[config.mk]
export PLATFORM = sky130hd
export DESIGN_NAME = mem_port_arbiter
export DESIGN_NICKNAME = d
export VERILOG_FILES = /design/src/rtl/mem_port_arbiter.sv
export SDC_FILE = /design/constraint.sdc
export NUM_CORES = 1
export LEC_CHECK = 0
export ABC_AREA = 1
export BUFFER_PORTS_ARGS = -buffer_cell sky130_fd_sc_hd__clkbuf_2
export CAP_MARGIN = 10
export CORE_MARGIN = 2
export CORE_UTILIZATION = 49
export CTS_BUF_LIST = sky130_fd_sc_hd__clkbuf_2 sky130_fd_sc_hd__clkbuf_4 sky130_fd_sc_hd__clkbuf_8
export CTS_CLUSTER_DIAMETER = 30
export DETAILED_ROUTE_END_ITERATION = 8
export HOLD_SLACK_MARGIN = 0.05
export PLACE_DENSITY = 0.82
export SETUP_SLACK_MARGIN = 0.1
export SLEW_MARGIN = 15
export SYNTH_ARGS = -nofsm -noshare
export SYNTH_HDL_FRONTEND = slang
export SYNTH_SLANG_ARGS = --single-unit
[constraint.sdc]
create_clock -name clk -period 2.2 [get_ports clk]
set_clock_uncertainty 0.1 [all_clocks]
set_input_delay 0.22 -clock clk [delete_from_list [all_inputs] [get_ports clk]]
set_output_delay 0.22 -clock clk [all_outputs]
set_load 0.005 [all_outputs]
[src/rtl/mem_port_arbiter.sv]
// Shares one external memory port between the instruction-fetch requester and
// the data load/store requester. Only one transaction is in flight at a time.
// Data wins ties, but a streak counter forces a fetch grant after
// MAX_DATA_STREAK back-to-back data grants taken while fetch was waiting.
module mem_port_arbiter #(
    parameter int XLEN            = 32,
    parameter int MAX_DATA_STREAK = 4
) (
    input  logic            clk,
    input  logic            reset_n,

    input  logic            if_req_i,
    input  logic [XLEN-1:0] if_adr_i,
    output logic            if_gnt_o,
    output logic            if_rvalid_o,
    output logic [31:0]     if_rdata_o,

    input  logic            d_req_i,
    input  logic [XLEN-1:0] d_adr_i,
    input  logic            d_we_i,
    input  logic [XLEN-1:0] d_wdata_i,
    input  logic [2:0]      d_size_i,
    output logic            d_gnt_o,
    output logic            d_rvalid_o,
    output logic [XLEN-1:0] d_rdata_o,

    output logic            mem_req_o,
    output logic [XLEN-1:0] mem_adr_o,
    output logic            mem_we_o,
    output logic [XLEN-1:0] mem_wdata_o,
    output logic [2:0]      mem_size_o,
    input  logic            mem_ack_i,
    input  logic [XLEN-1:0] mem_rdata_i
);

    localparam int SW = $clog2(MAX_DATA_STREAK + 1);
    localparam logic [SW-1:0] STREAK_MAX = SW'(MAX_DATA_STREAK);

    // Fetches are always issued as full words.
    localparam logic [2:0] IF_SIZE = 3'b010;

    typedef enum logic [1:0] {
        IDLE    = 2'd0,
        BUSY_IF = 2'd1,
        BUSY_D  = 2'd2
    } state_e;

    state_e          state_q, state_d;
    logic [SW-1:0]   streak_q, streak_d;
    logic            pick_d, pick_if;

    logic [XLEN-1:0] mem_adr_q;
    logic            mem_we_q;
    logic [XLEN-1:0] mem_wdata_q;
    logic [2:0]      mem_size_q;

    logic            if_rvalid_q;
    logic [31:0]     if_rdata_q;
    logic            d_rvalid_q;
    logic [XLEN-1:0] d_rdata_q;

    // Winner selection: data first, unless fetch has waited through a full streak.
    always_comb begin
        pick_d  = d_req_i && !(if_req_i && (streak_q == STREAK_MAX));
        pick_if = !pick_d && if_req_i;
    end

    // State register.
    always_ff @(posedge clk or negedge reset_n) begin
        if (!reset_n) begin
            state_q <= IDLE;
        end else begin
            state_q <= state_d;
        end
    end

    // Next-state logic: grant in IDLE, return to IDLE once memory acknowledges.
    always_comb begin
        state_d = state_q;
        case (state_q)
            IDLE: begin
                if (pick_d) begin
                    state_d = BUSY_D;
                end else if (pick_if) begin
                    state_d = BUSY_IF;
                end
            end
            BUSY_IF, BUSY_D: begin
                if (mem_ack_i) begin
                    state_d = IDLE;
                end
            end
            default: state_d = IDLE;
        endcase
    end

    // FSM outputs: grants only from IDLE, suppressed while reset is held so
    // every output reads 0 during reset.
    always_comb begin
        if_gnt_o  = reset_n && (state_q == IDLE) && pick_if;
        d_gnt_o   = reset_n && (state_q == IDLE) && pick_d;
        mem_req_o = (state_q != IDLE);
    end

    // Streak counter update: grows on data grants that bypass a waiting fetch.
    always_comb begin
        streak_d = streak_q;
        if (d_gnt_o) begin
            if (!if_req_i) begin
                streak_d = '0;
            end else if (streak_q != STREAK_MAX) begin
                streak_d = streak_q + 1'b1;
            end
        end else if (if_gnt_o) begin
            streak_d = '0;
        end
    end

    // Streak register.
    always_ff @(posedge clk or negedge reset_n) begin
        if (!reset_n) begin
            streak_q <= '0;
        end else begin
            streak_q <= streak_d;
        end
    end

    // Capture the granted request; fields stay frozen until the next grant so
    // later requester changes cannot disturb the transaction in flight.
    always_ff @(posedge clk or negedge reset_n) begin
        if (!reset_n) begin
            mem_adr_q   <= '0;
            mem_we_q    <= 1'b0;
            mem_wdata_q <= '0;
            mem_size_q  <= 3'b000;
        end else if (d_gnt_o) begin
            mem_adr_q   <= d_adr_i;
            mem_we_q    <= d_we_i;
            mem_wdata_q <= d_wdata_i;
            mem_size_q  <= d_size_i;
        end else if (if_gnt_o) begin
            mem_adr_q   <= if_adr_i;
            mem_we_q    <= 1'b0;
            mem_wdata_q <= '0;
            mem_size_q  <= IF_SIZE;
        end
    end

    // Response path: one-cycle rvalid pulse after ack, rdata held between pulses.
    // Acks seen in IDLE never reach either requester.
    always_ff @(posedge clk or negedge reset_n) begin
        if (!reset_n) begin
            if_rvalid_q <= 1'b0;
            if_rdata_q  <= '0;
            d_rvalid_q  <= 1'b0;
            d_rdata_q   <= '0;
        end else begin
            if_rvalid_q <= (state_q == BUSY_IF) && mem_ack_i;
            d_rvalid_q  <= (state_q == BUSY_D) && mem_ack_i;
            if ((state_q == BUSY_IF) && mem_ack_i) begin
                if_rdata_q <= mem_rdata_i[31:0];
            end
            if ((state_q == BUSY_D) && mem_ack_i) begin
                d_rdata_q <= mem_rdata_i;
            end
        end
    end

    assign mem_adr_o   = mem_adr_q;
    assign mem_we_o    = mem_we_q;
    assign mem_wdata_o = mem_wdata_q;
    assign mem_size_o  = mem_size_q;
    assign if_rvalid_o = if_rvalid_q;
    assign if_rdata_o  = if_rdata_q;
    assign d_rvalid_o  = d_rvalid_q;
    assign d_rdata_o   = d_rdata_q;

endmodule

==> results of run 1 <==
[worst register-to-register path: stages (launching register included)]
cell	delay, ps
dfrtp_1	380
inv_1	90
ha_4	180
nand2_2	90
inv_2	60
nand3_4	110
buf_4	200
buf_12	290
nand3b_1	190
nand2_1	120
inv_1	50
[metal layers]
metal | vias to the layer above | share of wire [%] | routed length [µm] | GRT usage (%)
met1 | 3199 | 36 | 7640 | 32.7
met5 | - | 0 | 0 | 0
met3 | 127 | 8.4 | 1780 | 8.86
met2 | 406 | 50 | 10600 | 51.9
met4 | 0 | 5.9 | 1260 | 23.3
li1 | 3137 | - | - | -
[synth_stat cells, types with 5 or more instances]
cell type and number:
o21ai_0 68, nand3b_1 32, ha_1 5, buf_2 18
nand3_1 36, clkbuf_1 19, nand2_1 275, nor2_1 5
nand4_1 32, buf_1 5, inv_1 106, buf_6 6
dfrtp_1 139
[area by class of cell]
cell class	count	area [µm²]
repair buffers	423	2920
flip-flops and latches	139	3480
diodes	1	2.50
well taps	172	215
clock buffers	17	234
clock inverters	14	267
inverters	109	417
fillers	736	2860
multi-input cells	459	2170
[cell families (layout without fill, tap and decap cells)]
| family | Yosys count | after routing |
|---|---|---|
| fa+ha+maj | 5 | 5 |
| flops | 139 | 139 |
| simple gates | 384 | 384 |
| xor+xnor | 1 | 1 |
| buf+inv | 157 | 563 |
| compound gates | 69 | 69 |
| other cells | 0 | 1 |
[state kept, by name, summed over array words and instances (netlist names)]
| register | count |
|---|---|
| mem_we_o | 1 |
| d_rvalid_o | 1 |
| state_q | 2 |
| if_rdata_o | 32 |
| mem_wdata_o | 32 |
| mem_adr_o | 32 |
| if_rvalid_o | 1 |
| d_rdata_o | 32 |
| mem_size_o | 3 |
| streak_q | 3 |
[what timing repair did]
action / in CTS / in global routing
cloned: 1 / 0
resized for setup: 10 / 5
buffers inserted: 2 / 1
pin swaps: 0 / 1
hold buffers: 132 / 0
endpoints found under the hold margin: 271 / 0
endpoints found under the setup margin: 2 / 2
[through the flow]
step | total power, W | util, % | setup slack [ps]
2_1_floorplan | 0.00628 | - | 592
3_3_place_gp | 0.00803 | 61.8 | 430
3_5_place_dp | 0.00817 | 61.8 | 378
4_1_cts | 0.0110 | 77.0 | 113
5_1_grt | 0.0121 | 77.2 | 127
6_report | 0.0113 | 77.2 | 225
[worst paths after layout]
check	to	slack (ps)	cells after the start
max	d_gnt_o	220	7
min reg2reg	d_rdata_o[24]	390	2
max reg2reg	mem_adr_o[23]	240	10
min	mem_adr_o[26]	80	7
max in group asynchronous	mem_adr_o[25]	1020	3
min in group asynchronous	d_rdata_o[4]	340	3
[layout by cell type (no fill, tap or decap), types with 3 or more instances in the layout]
master and count:
buf_12 5, buf_4 12, bufinv_16 7, clkbuf_2 271, clkbuf_8 17, dfrtp_1 139
dlygate4sd3_1 132, ha_1 3, inv_1 104, inv_2 4, nand2_1 272, nand2_2 4
nand3_1 36, nand3b_1 32, nand4_1 32, nor2_1 5, o21ai_0 68
[power by group through the flow]
stage / clock [W] / sequential [W] / combinational [W]
finish: 0.00260 / 0.00449 / 0.00421
floorplan: 0 / 0.00444 / 0.00184
global route: 0.00274 / 0.00460 / 0.00474
global placement: 0 / 0.00437 / 0.00366
detailed placement: 0 / 0.00441 / 0.00376
CTS: 0.00265 / 0.00439 / 0.00399
==> impl_metrics.json, run 1 <==
{
  "dr.pass1.iters": 5,
  "hpwl_um": 11300,
  "area_growth_pct": 54.8,
  "hp-class": "in2reg",
  "power.leakage_nw": 5.56,
  "die_y_um": 117,
  "drt-initial-drc-count": 608,
  "core_area_um2": 12600,
  "ys_async_sr_fraction_pct": 100,
  "synth_xor_area_share_pct": 0.140,
  "grt-ovfl-total": 0,
  "ys_ff_latch": 139,
  "fin_crit_sh_pct": 89.8,
  "vias_per_cell": 5.15,
  "layout-drive-gt1-share_pct": 28.9,
  "cp_max_fo": 15,
  "postSynthCellCount": 755,
  "cts_num_sinks": 139,
  "switching_power_w": 0.00407,
  "crit_slowest_cell": "dfrtp_1",
  "yosys.area_share.simple_pct": 27.4,
  "cp-start-kind": "flip-flop",
  "die-width_um": 117,
  "synth_compound_area_share_pct": 5.53,
  "route.detailed.drc": 0,
  "slew_viol_final": 0,
  "dieArea_um2": 13700,
  "synth.area.top_cells": "dfrtp_1, nand2_1, inv_1",
  "cp_cell_sequence": "inv_1, ha_4, nand2_2, inv_2, nand3_4, inv_8, clkbuf_2",
  "ys.flop_type": "dfrtp_1",
  "max_clock_freq_mhz": 506,
  "grt_pass1_vias": 6833,
  "netlist.area_leader.share_pct": 55.5,
  "p_seq_share_pct": 39.7,
  "ir_drop_uv": 710,
  "vias": 6869,
  "worstSetupPathType": "reg2out",
  "tightest_slew_ps": 787,
  "syn_area_um2": 6270,
  "clkPwrFrac_pct": 23.1,
  "synthAdderAreaFrac_pct": 0.998,
  "period_minus_slack_ps": 1980,
  "path_buf_inv": 4,
  "internal_power_w": 0.00723,
  "stdcell_count": 1334,
  "synth.avg_cell_area_um2": 8.30,
  "start_util_pct": 49.9,
  "drv_cap": 0,
  "finalSetupTns_ps": 0,
  "synth-edff-count": 0,
  "cts_buffer_depth": 2,
  "setup_violations": 0,
  "comb_power_share_pct": 37.2,
  "power.density_nw_per_um2": 1160,
  "yosysSeqAreaShare_pct": 55.5,
  "cp_data_arrival_time_ps": 1660,
  "cts_made_buffers": 17,
  "required_ps": 1880,
  "cts_root_buffer": "clkbuf_8",
  "synth_top_family_by_area": "simple AND/OR/NAND/NOR gates",
  "hold_viol": 0,
  "port_buffers": 273,
  "final_area_um2": 9700,
  "dp_cells": 1166,
  "syn_nets": 897,
  "clk_pin_slew_ps": 70,
  "wirelength_um": 21300,
  "status": "complete, no violations",
  "cp_top_family": "buffers and inverters",
  "rsz0062_at_grt": "false",
  "crit_start": "state_q[0]",
  "holdWs_ps": 81.5,
  "cts_tree": "built",
  "gp_congestion": 0.895,
  "ant_nets": 0,
  "cts_max_level": 4,
  "io_pins": 274,
  "synth_top_area_cell": "dfrtp_1",
  "swShare_pct": 36.0,
  "r2r_start": "state_q[0]",
  "ys_warn_count": 0,
  "clk_latency_ps": 450,
  "wl_per_cell_um": 16.0,
  "cp-end-kind": "output port",
  "grt_pass1_wl_um": 32400,
  "antenna_found_initial": 0,
  "dpl_cell_area_um2": 7770,
  "grt_usage_pct": 30.8,
  "num_rows": 41,
  "nNetsFinal": 1291,
  "worstHoldStart": "if_adr_i[26]",
  "synth_mux_area_share_pct": 0,
  "grt_max_degree": 140,
  "ys_types": 20,
  "slowest_delay_ps": 400,
  "relSlewSlack_pct": 47.5
}
(Power assumes the default switching activity.)
==> run 2, diff against run 1 <==
CORE_MARGIN = default   (was 2)
==> run 2 against run 1 <==
Effect of this change: cell count down 0.75%; clock power down 16%; sequential power about the same; total power down 4.1%; flip-flop and latch count unchanged; first-iteration DRC count down 2.6%; wire length up 1.7%; design area down 2.0%; worst setup slack better by 13 ps; sequential share of layout area up 0.72 points; register-to-register slack better by 60 ps; core utilization up 0.38 points; critical path type unchanged; critical endpoint is now if_gnt_o; highest routed layer unchanged.
==> impl_metrics.json, run 2 (synthesized netlist as in run 1, its figures left out) <==
{
  "wirelength_um": 21700,
  "die_y_um": 115,
  "highest_layer": "met4",
  "dieArea_um2": 13300,
  "rsz0062_at_grt": "false",
  "grt-ovfl-total": 0,
  "clk_latency_ps": 440,
  "crit_slowest_cell": "dfrtp_1",
  "required_ps": 1880,
  "layout-drive-gt1-share_pct": 28.9,
  "grt_usage_pct": 33.2,
  "port_buffers": 273,
  "slowest_delay_ps": 410,
  "core_area_um2": 12300,
  "final_area_um2": 9510,
  "hp-class": "in2reg",
  "grt_pass1_wl_um": 33500,
  "route.detailed.drc": 0,
  "drt-initial-drc-count": 592,
  "grt_max_degree": 140,
  "area_growth_pct": 51.7,
  "die-width_um": 115,
  "cts_buffer_depth": 2,
  "p_seq_share_pct": 41.1,
  "hpwl_um": 11400,
  "io_pins": 274,
  "num_rows": 40,
  "cts_tree": "built",
  "ant_nets": 0,
  "tightest_slew_ps": 792,
  "fin_crit_sh_pct": 89.2,
  "antenna_found_initial": 1,
  "regArea_um2": 3480,
  "nNetsFinal": 1284,
  "drv_cap": 0,
  "hold_viol": 0,
  "status": "complete, no violations",
  "power.density_nw_per_um2": 1140,
  "layout_common_cells": "nand2_1, clkbuf_2, dfrtp_1",
  "switching_power_w": 0.00407,
  "wl_per_cell_um": 16.4,
  "gp_congestion": 0.833,
  "met1_length_um": 7720,
  "cp-end-kind": "output port",
  "slew_viol_final": 0,
  "internal_power_w": 0.00677,
  "period_minus_slack_ps": 1960,
  "fillerInstances": 731,
  "cp_max_fo": 16,
  "cp_cell_sequence": "inv_2, ha_4, nand2_2, nor2_4, inv_4, nor2_2, clkbuf_2",
  "cp_data_arrival_time_ps": 1640,
  "clk_pin_slew_ps": 80,
  "ir_drop_uv": 859,
  "dpl_cell_area_um2": 7780,
  "swShare_pct": 37.5,
  "grt_pass1_vias": 6874,
  "dr.pass1.iters": 7,
  "comb_power_share_pct": 38.8,
  "max_clock_freq_mhz": 509,
  "worstSetupPathType": "reg2out",
  "setup_violations": 0,
  "cts_num_sinks": 139,
  "reg2reg_depth": 9,
  "vias": 6872,
  "routed-wl-met2_um": 10700,
  "vias_per_cell": 5.19,
  "cp-start-kind": "flip-flop",
  "start_util_pct": 51.1,
  "cts_root_buffer": "clkbuf_8",
  "met3_length_um": 1970,
  "relSlewSlack_pct": 47.2,
  "cts_made_buffers": 17,
  "power.leakage_nw": 5.45,
  "finalSetupTns_ps": 0,
  "whs_path_depth": 7,
  "multi_input_area_um2": 2160,
  "clkPwrFrac_pct": 20.1,
  "cts_max_level": 4
}
[run 2: cell types whose count changed in the layout (fill, tap and decap cells not counted), moves of 2 or more]
cell / change
inv_8: -2
dlygate4sd3_1: -5
clkinv_2: -2
clkinvlp_4: +6
bufinv_16: -4
[run 2: layout make-up]
type,count,share of cell area (%)
diodes,2,0.0526
clock buffers,18,2.60
clock inverters,13,1.79
inverters,109,4.33
multi-input cells,459,22.8
flip-flops and latches,139,36.6
well taps,168,2.21
repair buffers,416,29.7
[run 2: power by group through the flow]
| stage | logic (W) | clock network (W) | registers (W) |
|---|---|---|---|
| after CTS | 0.00401 | 0.00219 | 0.00437 |
| final | 0.00420 | 0.00218 | 0.00446 |
| after floorplan | 0.00184 | 0 | 0.00444 |
| after global placement | 0.00365 | 0 | 0.00438 |
| after global routing | 0.00466 | 0.00231 | 0.00457 |
| after detailed placement | 0.00379 | 0 | 0.00439 |
[run 2: routing by layer]
metal / vias to the layer above / track usage, %
li1: 3115 / -
met1: 3177 / 35.3
met2: 455 / 56.0
met3: 125 / 11.5
met4: 0 / 21.9
met5: - / 0
[run 2: worst paths after layout]
check	start	endpoint	slack, ps
max in group asynchronous	reset_n	mem_adr_o[3]	1000
min in group asynchronous	reset_n	if_rdata_o[2]	350
max reg2reg	streak_q[0]	mem_adr_o[11]	300
min	if_adr_i[4]	mem_adr_o[4]	80
max	state_q[0]	if_gnt_o	240
min reg2reg	if_rdata_o[30]	if_rdata_o[30]	390
[run 2: what timing repair did]
item	4_1_cts	5_1_grt
resized for setup	2	6
endpoints found under the setup margin	1	1
hold buffers	127	0
hold endpoints to repair	271	0
setup buffers	0	2
[run 2: worst max-delay path, delay by kind of cell, from the launching register on]
kind | cells | cell delay, ps
DFF | 1 | 410
and+or+nand+nor | 3 | 300
buffers and inverters | 3 | 320
adders and majority gates | 1 | 160
[run 2: through the flow]
step | util [%] | instances | total power [W] | hold slack [ps] | worst slack, ps
2_1_floorplan | - | 755 | 0.00628 | -176 | 592
3_3_place_gp | 63.4 | 1162 | 0.00803 | 320 | 452
3_5_place_dp | 63.4 | 1162 | 0.00818 | 324 | 382
4_1_cts | 77.2 | 1320 | 0.0106 | 50.4 | 140
5_1_grt | 77.6 | 1323 | 0.0115 | 101 | 125
6_report | 77.6 | 1324 | 0.0108 | 80.7 | 237
